===== src/rtl/gpu_fill_sequencer.sv =====
// gpu_fill_sequencer
//   Rectangle-fill controller for the GPU-to-SRAM write port. Accepts one
//   rectangle command at a time, clips it to the H_RES x V_RES frame and
//   emits one pixel write per cycle, only while the display is in blanking.
//
// Optional feature:
//   GPU_FILL_CHECKER_EN - when defined, pixels with odd (x+y) are written
//   with the bitwise-inverted colour (1-pixel checkerboard). Address order,
//   timing and write count are unchanged.
//
// Ports:
//   I_CLK, I_RST        clock; synchronous active-high reset
//   I_VIDEO_ON          1 = active scan (writes stalled), 0 = blanking
//   I_CMD_VALID/O_CMD_READY   command handshake
//   I_CMD_X0/Y0/X1/Y1   inclusive rectangle corners
//   I_CMD_COLOR         fill colour in SRAM pixel format
//   O_GPU_ADDR/DATA     registered SRAM word address / write data
//   O_GPU_WRITE         write strobe, one word per high cycle
//   O_GPU_READ          read strobe, always 0
//   O_BUSY              command accepted and not yet finished
//   O_DONE              one-cycle completion pulse
module gpu_fill_sequencer #(
    parameter int H_RES  = 640,
    parameter int V_RES  = 400,
    parameter int ADDR_W = 18,
    parameter int DATA_W = 16
) (
    input  logic              I_CLK,
    input  logic              I_RST,
    input  logic              I_VIDEO_ON,
    input  logic              I_CMD_VALID,
    output logic              O_CMD_READY,
    input  logic [9:0]        I_CMD_X0,
    input  logic [9:0]        I_CMD_Y0,
    input  logic [9:0]        I_CMD_X1,
    input  logic [9:0]        I_CMD_Y1,
    input  logic [DATA_W-1:0] I_CMD_COLOR,
    output logic [ADDR_W-1:0] O_GPU_ADDR,
    output logic [DATA_W-1:0] O_GPU_DATA,
    output logic              O_GPU_WRITE,
    output logic              O_GPU_READ,
    output logic              O_BUSY,
    output logic              O_DONE
);

    typedef enum logic [1:0] {
        ST_IDLE,
        ST_CLIP,
        ST_FILL,
        ST_DONE
    } state_t;

    localparam logic [9:0]        X_MAX  = 10'(H_RES - 1);
    localparam logic [9:0]        Y_MAX  = 10'(V_RES - 1);
    localparam logic [ADDR_W-1:0] STRIDE = ADDR_W'(H_RES);

    state_t              state_q, state_n;
    logic [9:0]          x0_q, y0_q, x1_q, y1_q;
    logic [9:0]          x0_n, y0_n, x1_n, y1_n;
    logic [9:0]          x_q, y_q, x_n, y_n;
    logic [ADDR_W-1:0]   row_base_q, row_base_n;
    logic [DATA_W-1:0]   color_q, color_n;
    logic [ADDR_W-1:0]   addr_q, addr_n;
    logic [DATA_W-1:0]   data_q, data_n;
    logic                write_q, write_n;
    logic                busy_q, busy_n;
    logic                done_q, done_n;
    logic                ready_q, ready_n;

    logic [9:0]          x1_clamp, y1_clamp;
    logic                cmd_empty;
    logic                last_pixel;
    logic [DATA_W-1:0]   pixel_data;

    always_ff @(posedge I_CLK) begin
        if (I_RST) begin
            state_q    <= ST_IDLE;
            x0_q       <= '0;
            y0_q       <= '0;
            x1_q       <= '0;
            y1_q       <= '0;
            x_q        <= '0;
            y_q        <= '0;
            row_base_q <= '0;
            color_q    <= '0;
            addr_q     <= '0;
            data_q     <= '0;
            write_q    <= 1'b0;
            busy_q     <= 1'b0;
            done_q     <= 1'b0;
            ready_q    <= 1'b1;
        end else begin
            state_q    <= state_n;
            x0_q       <= x0_n;
            y0_q       <= y0_n;
            x1_q       <= x1_n;
            y1_q       <= y1_n;
            x_q        <= x_n;
            y_q        <= y_n;
            row_base_q <= row_base_n;
            color_q    <= color_n;
            addr_q     <= addr_n;
            data_q     <= data_n;
            write_q    <= write_n;
            busy_q     <= busy_n;
            done_q     <= done_n;
            ready_q    <= ready_n;
        end
    end

    always_comb begin
        x1_clamp   = (x1_q > X_MAX) ? X_MAX : x1_q;
        y1_clamp   = (y1_q > Y_MAX) ? Y_MAX : y1_q;
        cmd_empty  = (x0_q > X_MAX) || (y0_q > Y_MAX) ||
                     (x0_q > x1_clamp) || (y0_q > y1_clamp);
        last_pixel = (x_q == x1_q) && (y_q == y1_q);
`ifdef GPU_FILL_CHECKER_EN
        pixel_data = (x_q[0] ^ y_q[0]) ? ~color_q : color_q;
`else
        pixel_data = color_q;
`endif
    end

    always_comb begin
        state_n    = state_q;
        x0_n       = x0_q;
        y0_n       = y0_q;
        x1_n       = x1_q;
        y1_n       = y1_q;
        x_n        = x_q;
        y_n        = y_q;
        row_base_n = row_base_q;
        color_n    = color_q;
        addr_n     = addr_q;
        data_n     = data_q;
        write_n    = 1'b0;
        busy_n     = busy_q;
        done_n     = 1'b0;
        ready_n    = ready_q;

        case (state_q)
            ST_IDLE: begin
                if (ready_q && I_CMD_VALID) begin
                    x0_n    = I_CMD_X0;
                    y0_n    = I_CMD_Y0;
                    x1_n    = I_CMD_X1;
                    y1_n    = I_CMD_Y1;
                    color_n = I_CMD_COLOR;
                    busy_n  = 1'b1;
                    ready_n = 1'b0;
                    state_n = ST_CLIP;
                end else begin
                    // First IDLE cycle after DONE still shows O_DONE with
                    // ready low; the handshake reopens on the following edge.
                    ready_n = 1'b1;
                    busy_n  = 1'b0;
                end
            end

            ST_CLIP: begin
                if (cmd_empty) begin
                    state_n = ST_DONE;
                end else begin
                    x1_n       = x1_clamp;
                    y1_n       = y1_clamp;
                    x_n        = x0_q;
                    y_n        = y0_q;
                    row_base_n = ADDR_W'(y0_q) * STRIDE;
                    state_n    = ST_FILL;
                end
            end

            ST_FILL: begin
                // Active scan holds every counter; only blanking cycles write.
                if (!I_VIDEO_ON) begin
                    write_n = 1'b1;
                    addr_n  = row_base_q + ADDR_W'(x_q);
                    data_n  = pixel_data;
                    if (last_pixel) begin
                        state_n = ST_DONE;
                    end else if (x_q < x1_q) begin
                        x_n = x_q + 10'd1;
                    end else begin
                        x_n        = x0_q;
                        y_n        = y_q + 10'd1;
                        row_base_n = row_base_q + STRIDE;
                    end
                end
            end

            ST_DONE: begin
                done_n  = 1'b1;
                state_n = ST_IDLE;
            end

            default: state_n = ST_IDLE;
        endcase
    end

    assign O_CMD_READY = ready_q;
    assign O_GPU_ADDR  = addr_q;
    assign O_GPU_DATA  = data_q;
    assign O_GPU_WRITE = write_q;
    assign O_GPU_READ  = 1'b0;
    assign O_BUSY      = busy_q;
    assign O_DONE      = done_q;

endmodule


===== config.mk =====
export PLATFORM = sky130hd
export DESIGN_NAME = gpu_fill_sequencer
export DESIGN_NICKNAME = d
export VERILOG_FILES = /design/src/rtl/gpu_fill_sequencer.sv
export SDC_FILE = /design/constraint.sdc
export NUM_CORES = 1
export LEC_CHECK = 0
export BUFFER_PORTS_ARGS = -buffer_cell sky130_fd_sc_hd__buf_4
export CAP_MARGIN = 20
export CORE_ASPECT_RATIO = 0.5
export CORE_MARGIN = 5
export CORE_UTILIZATION = 40
export DETAILED_ROUTE_END_ITERATION = 6
export PLACE_DENSITY = 0.72
export SYNTH_ARGS = -nofsm -noshare
export SYNTH_HDL_FRONTEND = slang
export SYNTH_SLANG_ARGS = --single-unit
export TNS_END_PERCENT = 20

===== constraint.sdc =====
create_clock -name I_CLK -period 3.2 [get_ports I_CLK]
set_clock_uncertainty 0.1 [all_clocks]
set_input_delay 0.16 -clock I_CLK [delete_from_list [all_inputs] [get_ports I_CLK]]
set_output_delay 0.16 -clock I_CLK [all_outputs]
set_load 0.05 [all_outputs]

# After elaboration in Yosys (flattened, before gate mapping)

Cells that the tools add are included.

Add/subtract/negate cells: 4
Multipliers: 1
Magnitude comparators: 7
Eq/ne operators: 11
Multiplexer cells: 32
Bitwise logic cells: 2
Reductions and logical operators: 15

Operators by type and width:

| kind                     | number |
|---|---|
| $mux W10                 | 14 |
| $pmux W10 S2             | 4 |
| $mux W18                 | 4 |
| $pmux W18 S2             | 1 |
| $add A10 B1 Y10 const B  | 2 |
| $eq A10 B10 Y1           | 2 |
| $gt A10 B10 Y1           | 2 |
| $gt A10 B10 Y1 const B   | 2 |
| $gt A10 B9 Y1 const B    | 2 |
| $add A18 B10 Y18         | 1 |
| $add A18 B10 Y18 const B | 1 |
| $ne A2 B2 Y1 const B     | 6 |
| $mul A10 B3 Y11 const B  | 1 |
| $lt A10 B10 Y1           | 1 |
| $pmux W2 S4              | 1 |
| $mux W2                  | 3 |
| $reduce_and A3 Y1        | 2 |
| $mux W1                  | 5 |
| $reduce_and A5 Y1        | 1 |
| $eq A2 B2 Y1 const B     | 2 |
| $reduce_and A2 Y1        | 2 |
| $reduce_and A4 Y1        | 1 |
| $reduce_bool A2 Y1       | 2 |
| $logic_or A1 B1 Y1       | 3 |
| 5 further kinds          | 7 |

Register bits after elaboration: 134
Logic and storage cells: 87

# Logic depth before layout (Yosys ltp)

Depth after elaboration: 7
Gate-level depth with buffers: 13
Gate-level depth less buffers: 11

# Least setup slack after synthesis

OpenSTA, ideal clock, no wires.

Kind: flip-flop to flip-flop
From: register y1_q[4]
To: register row_base_q[14]
Library setup time: 0.115 ns
Arrival: 3.059 ns
Data required time: 2.985 ns
Slack: -0.074 ns
Stages on the path, launching flop included: 13
Period minus slack after synthesis: 3.274 ns
Cells stage by stage: dfxtp_1 o311ai_0 nor2b_1 nand2_1 ha_1 a41oi_1 o21ai_1 a2111oi_4 o221ai_2 buf_6 a211oi_2 a21oi_1 o21a_1

Word-level cells in the longest chain between the ends: 6
Elaborated cells between the ends (all ways): 9
Those cells by class: order compare (2); eq/ne (3); mux (1); reduce/logical (3)

Ends and longest elaborated chain:

| what                            | line | text |
|---|---|---|
| start: declaration              | 58   | `logic [9:0] x0_q, y0_q, x1_q, y1_q;` |
| start signal: assignment        | 97   | `y1_q <= y1_n;` |
| $gt A10 B9 Y1                   | 113  | `y1_clamp = (y1_q > Y_MAX) ? Y_MAX : y1_q;` |
| $mux W10                        | 113  |  |
| $gt A10 B10 Y1                  | 115  | `(x0_q > x1_clamp) \|\| (y0_q > y1_clamp);` |
| $logic_or A1 B1 Y1              | 115  |  |
| $ne A2 B2 Y1 (no line)          | -    |  |
| $reduce_and A5 Y1 (no line) (*) | -    |  |
| end signal: assignment          | 100  | `row_base_q <= row_base_n;` |
| end: declaration                | 61   | `logic [ADDR_W-1:0] row_base_q, row_base_n;` |

Mark *: on every way between the ends. The rest lies on a longest branch, timed or not.
A chain may end at the register's enable or synchronous reset.

# Final worst setup path

From: register y1_q[6]
To: register y_q[1]

Word-level cells in the longest chain between the ends: 6
Elaborated cells between the ends (all ways): 9
Those cells by class: order compare (2); eq/ne (3); mux (1); reduce/logical (3)

Ends and longest elaborated chain:

| what                            | line | text |
|---|---|---|
| $gt A10 B9 Y1                   | 113  |  |
| $mux W10                        | 113  |  |
| $gt A10 B10 Y1                  | 115  |  |
| $logic_or A1 B1 Y1              | 115  |  |
| $ne A2 B2 Y1 (no line)          | -    |  |
| $reduce_and A5 Y1 (no line) (*) | -    |  |
| end signal: assignment          | 99   | `y_q <= y_n;` |
| end: declaration                | 60   | `logic [9:0] x_q, y_q, x_n, y_n;` |

Marks and branches as above.

==> summary.md <==
| Metric | Value |
|---|---|
| Syn Area/Cell | 8.11 um2 |
| Pin count of the biggest net entering global routing | 61 |
| Unrepaired setup endpoints after global routing | true |
| Die Wd | 195 um |
| Ant. Diodes | 0 |
| Slowest stage delay, CP | 0.41 ns |
| CP max FO | 15 |
| VDD IR max | 0.507 mV |
| Total global-route track usage | 20.0% |
| Num Clock Sinks | 127 |
| Placed Cells | 1151 |
| First-pass GRT wire length | 32700 um |
| Wire per inst | 16.3 um |
| Ports | 99 |
| CTS buffer count | 17 |
| Top FF cell, synth | dfxtp_1 |
| Mapped Cells | 840 |
| Most common cell after layout, fill and taps aside | nand2_1 |
| Slew Limit Fails | 0 |
| Final instance area | 9390 um2 |
| Port bufs | 97 |
| Seq/Total Area, Yosys | 37.3% |
| Clock slew at reported path FFs | 0.06 ns |
| PD cells | 834 nW/um2 |
| Setup CP Type | reg2reg |
| Netlist cell types | 62 |
| Vias in the first global route | 6544 |
| Hold Fails Final Rpt | 0 |
| Die area | 19900 um2 |
| Vias per cell | 5.38 |
| Deepest level of the CTS H-tree | 4 |
| FP Rows | 33 |
| Post-layout minimum cycle time | 3.17 ns |
| Leak pwr | 3.88 nW |
| Most frequent cells in the layout | 183 x nand2_1, 129 x buf_4, 126 x dfxtp_1 |
| Post-route insts no fill | 1248 |
| Initial antenna violation count | 0 |
| RePlAce Congestion | 0.853 |
| Initial Utilization | 41.2% |
| Period utilisation layout | 99.1% |
| Die height | 102 um |
| DRT Pass-1 Iters | 7 |
| Levels on crit path | 12 |
| Core area | 16500 um2 |
| Share of post-route cells with drive strength above 1 | 22.5% |
| Synth async-reset ratio | 0% |
| Total gr overflow | 0 |
| Req. time, crit path | 3.36 ns |
| Worst path top cell family by delay | compound AO/OA/AOI/OAI gates |
| Worst setup SP type | flip-flop |
| Worst hold stages | 5 |
| Vias | 6718 |
| CTS tree | done |
| Outcome | complete, no violations |
| Crit-path cells | o311ai_4 -> nor2b_4 -> nand2_1 -> ha_1 -> and4_4 -> o2111a_1 -> a2111oi_4 -> o221ai_2 -> a211o_4 -> buf_12 -> a211oi_2 -> nor3_1 |
| Final antenna-violating net count | 0 |
| Final setup vio count | 0 |
| Clk_lat worst skew | 0.42 ns |
| Slew margin rel. | 29.2% |
| Arr. time, crit path | 3.33 ns |
| Number of max-cap violations | 0 |
| DP HPWL | 13700 um |
| Yosys warns | 0 |
| Slowest-stage cell, CP | a211o_4 |
| Area after DPL | 7900 um2 |
| Bufs on Longest Clock Path | 2 |
| Fillers | 1440 |
| Starting DRT DRC Count | 398 |
| Residual DRC | 0 |
| Reg2Reg Depth | 12 |
| Setup TNS after final layout | 0 ns |
| Net Count, Synth | 957 |
| Smallest hold slack | 0.143 ns |
| Routed WL | 20400 um |
| Crit path capture type | flip-flop |
| CTS root buf | clkbuf_16 |
| Hold Crit Class | in2reg |
| Seq cells post-synth | 127 |
| FMAX | 315 MHz |
| Critical path buffers and inverters | 1 |
| Netlist Area Pre-Place | 6810 um2 |
| Area Growth Syn to Fin | 37.9% |
| Worst-margin pin slew | 1.06 ns |
| Number of flops mapped to enable cells by yosys | 0 |
| Layout Nets | 1126 |
through the flow:
stage / power [mW] / utilization (%) / setup slack (ns)
detailed placement: 5.20 / 47.8 / -0.0288
CTS: 7.47 / 55.4 / 0.0102
global route: 8.31 / 56.8 / -0.0996
finish: 7.83 / 56.8 / 0.0275
global placement: 5.11 / 47.8 / 0.0118
floorplan: 4.26 / - / 0.0309
cells in the mapped netlist, types with 4 or more instances:
master    number  area (um2)
nor3_1         9        45.0
nor2_1        65         244
a221o_1        6        60.1
nand4_1        5        31.3
mux2i_1       13         130
o21a_1         5        37.5
nand2_1      185         694
o32ai_1       11        96.3
mux2_2         7        78.8
o221a_2       13         146
a211oi_1      15         113
nand3_1       13        65.1
xor2_1        15         131
or3_1          5        31.3
xnor2_1       12         105
clkbuf_1      36         135
dfxtp_1      127        2540
nand3b_1       4        30.0
ha_1          56         701
o21ai_0       17        85.1
buf_2          4        20.0
nand2b_1      10        62.6
or2_2          5        31.3
a21oi_1      106         531
nor2b_1       10        62.6
inv_1         28         105
layout make-up:
cell class                 count  area, um2  share of cell area (%)
clock buffer                  17        425                    4.53
clock inverter                14        226                    2.41
inverter                      28        105                    1.12
multi-input combinational    640       4140                    44.1
sequential                   127       2540                    27.1
tap                          227        284                    3.03
timing repair buffer         195       1660                    17.7
power breakdown:
| group | total (mW) | internal (mW) | switching, mW |
|---|---|---|---|
| Clock | 2.16 | 1.39 | 0.761 |
| Sequential | 2.26 | 1.90 | 0.366 |
| Combinational | 3.41 | 1.53 | 1.88 |
worst reg2reg max path: stages (launching register included):
cell and delay, ns:
dfxtp_2 0.33, o311ai_4 0.30, nor2b_4 0.23, nand2_1 0.07, ha_1 0.27, and4_4 0.19, o2111a_1 0.16, a2111oi_4 0.33
o221ai_2 0.17, a211o_4 0.41, buf_12 0.17, a211oi_2 0.21, nor3_1 0.08
final timing paths:
path	startpoint	endpoint	slack (ns)
max	y1_q[6]	y_q[1]	0.03
min	I_VIDEO_ON	state_q[0]	0.14
max reg2reg	y1_q[6]	y_q[1]	0.03
min reg2reg	color_q[5]	O_GPU_DATA[5]	0.35
logic make-up after synthesis:
logic type	share of synthesized area, %
other cells	0.110
flops	37.3
compound gates	20.9
simple gates	20.2
mux	3.07
xor+xnor	3.47
fa+ha+maj	10.6
buf+inv	4.26
registers in the layout, indices dropped and copies added (netlist names), 2 cells and up:
name	count
y_q	10
O_GPU_ADDR	18
x1_q	10
x0_q	10
y0_q	10
x_q	10
color_q	16
O_GPU_DATA	16
row_base_q	11
state_q	2
y1_q	10
repair_timing:
action                     CTS  global route
gates resized for setup      6            40
cloned                       1             2
setup buffers                1             5
setup endpoints to repair   11            51
hold endpoints to repair    56             0
pin swaps                    2            17
hold buffers                56             0
layer usage:
layer  GRT usage [%]  wire [um]  share of wire [%]
met1            26.4       9180                 45
met2            34.1       9650                 47
met3            3.92       1280                6.3
met4            5.18        265                1.3
met5               0          0                  0
Power figures use the tool's default switching activity.
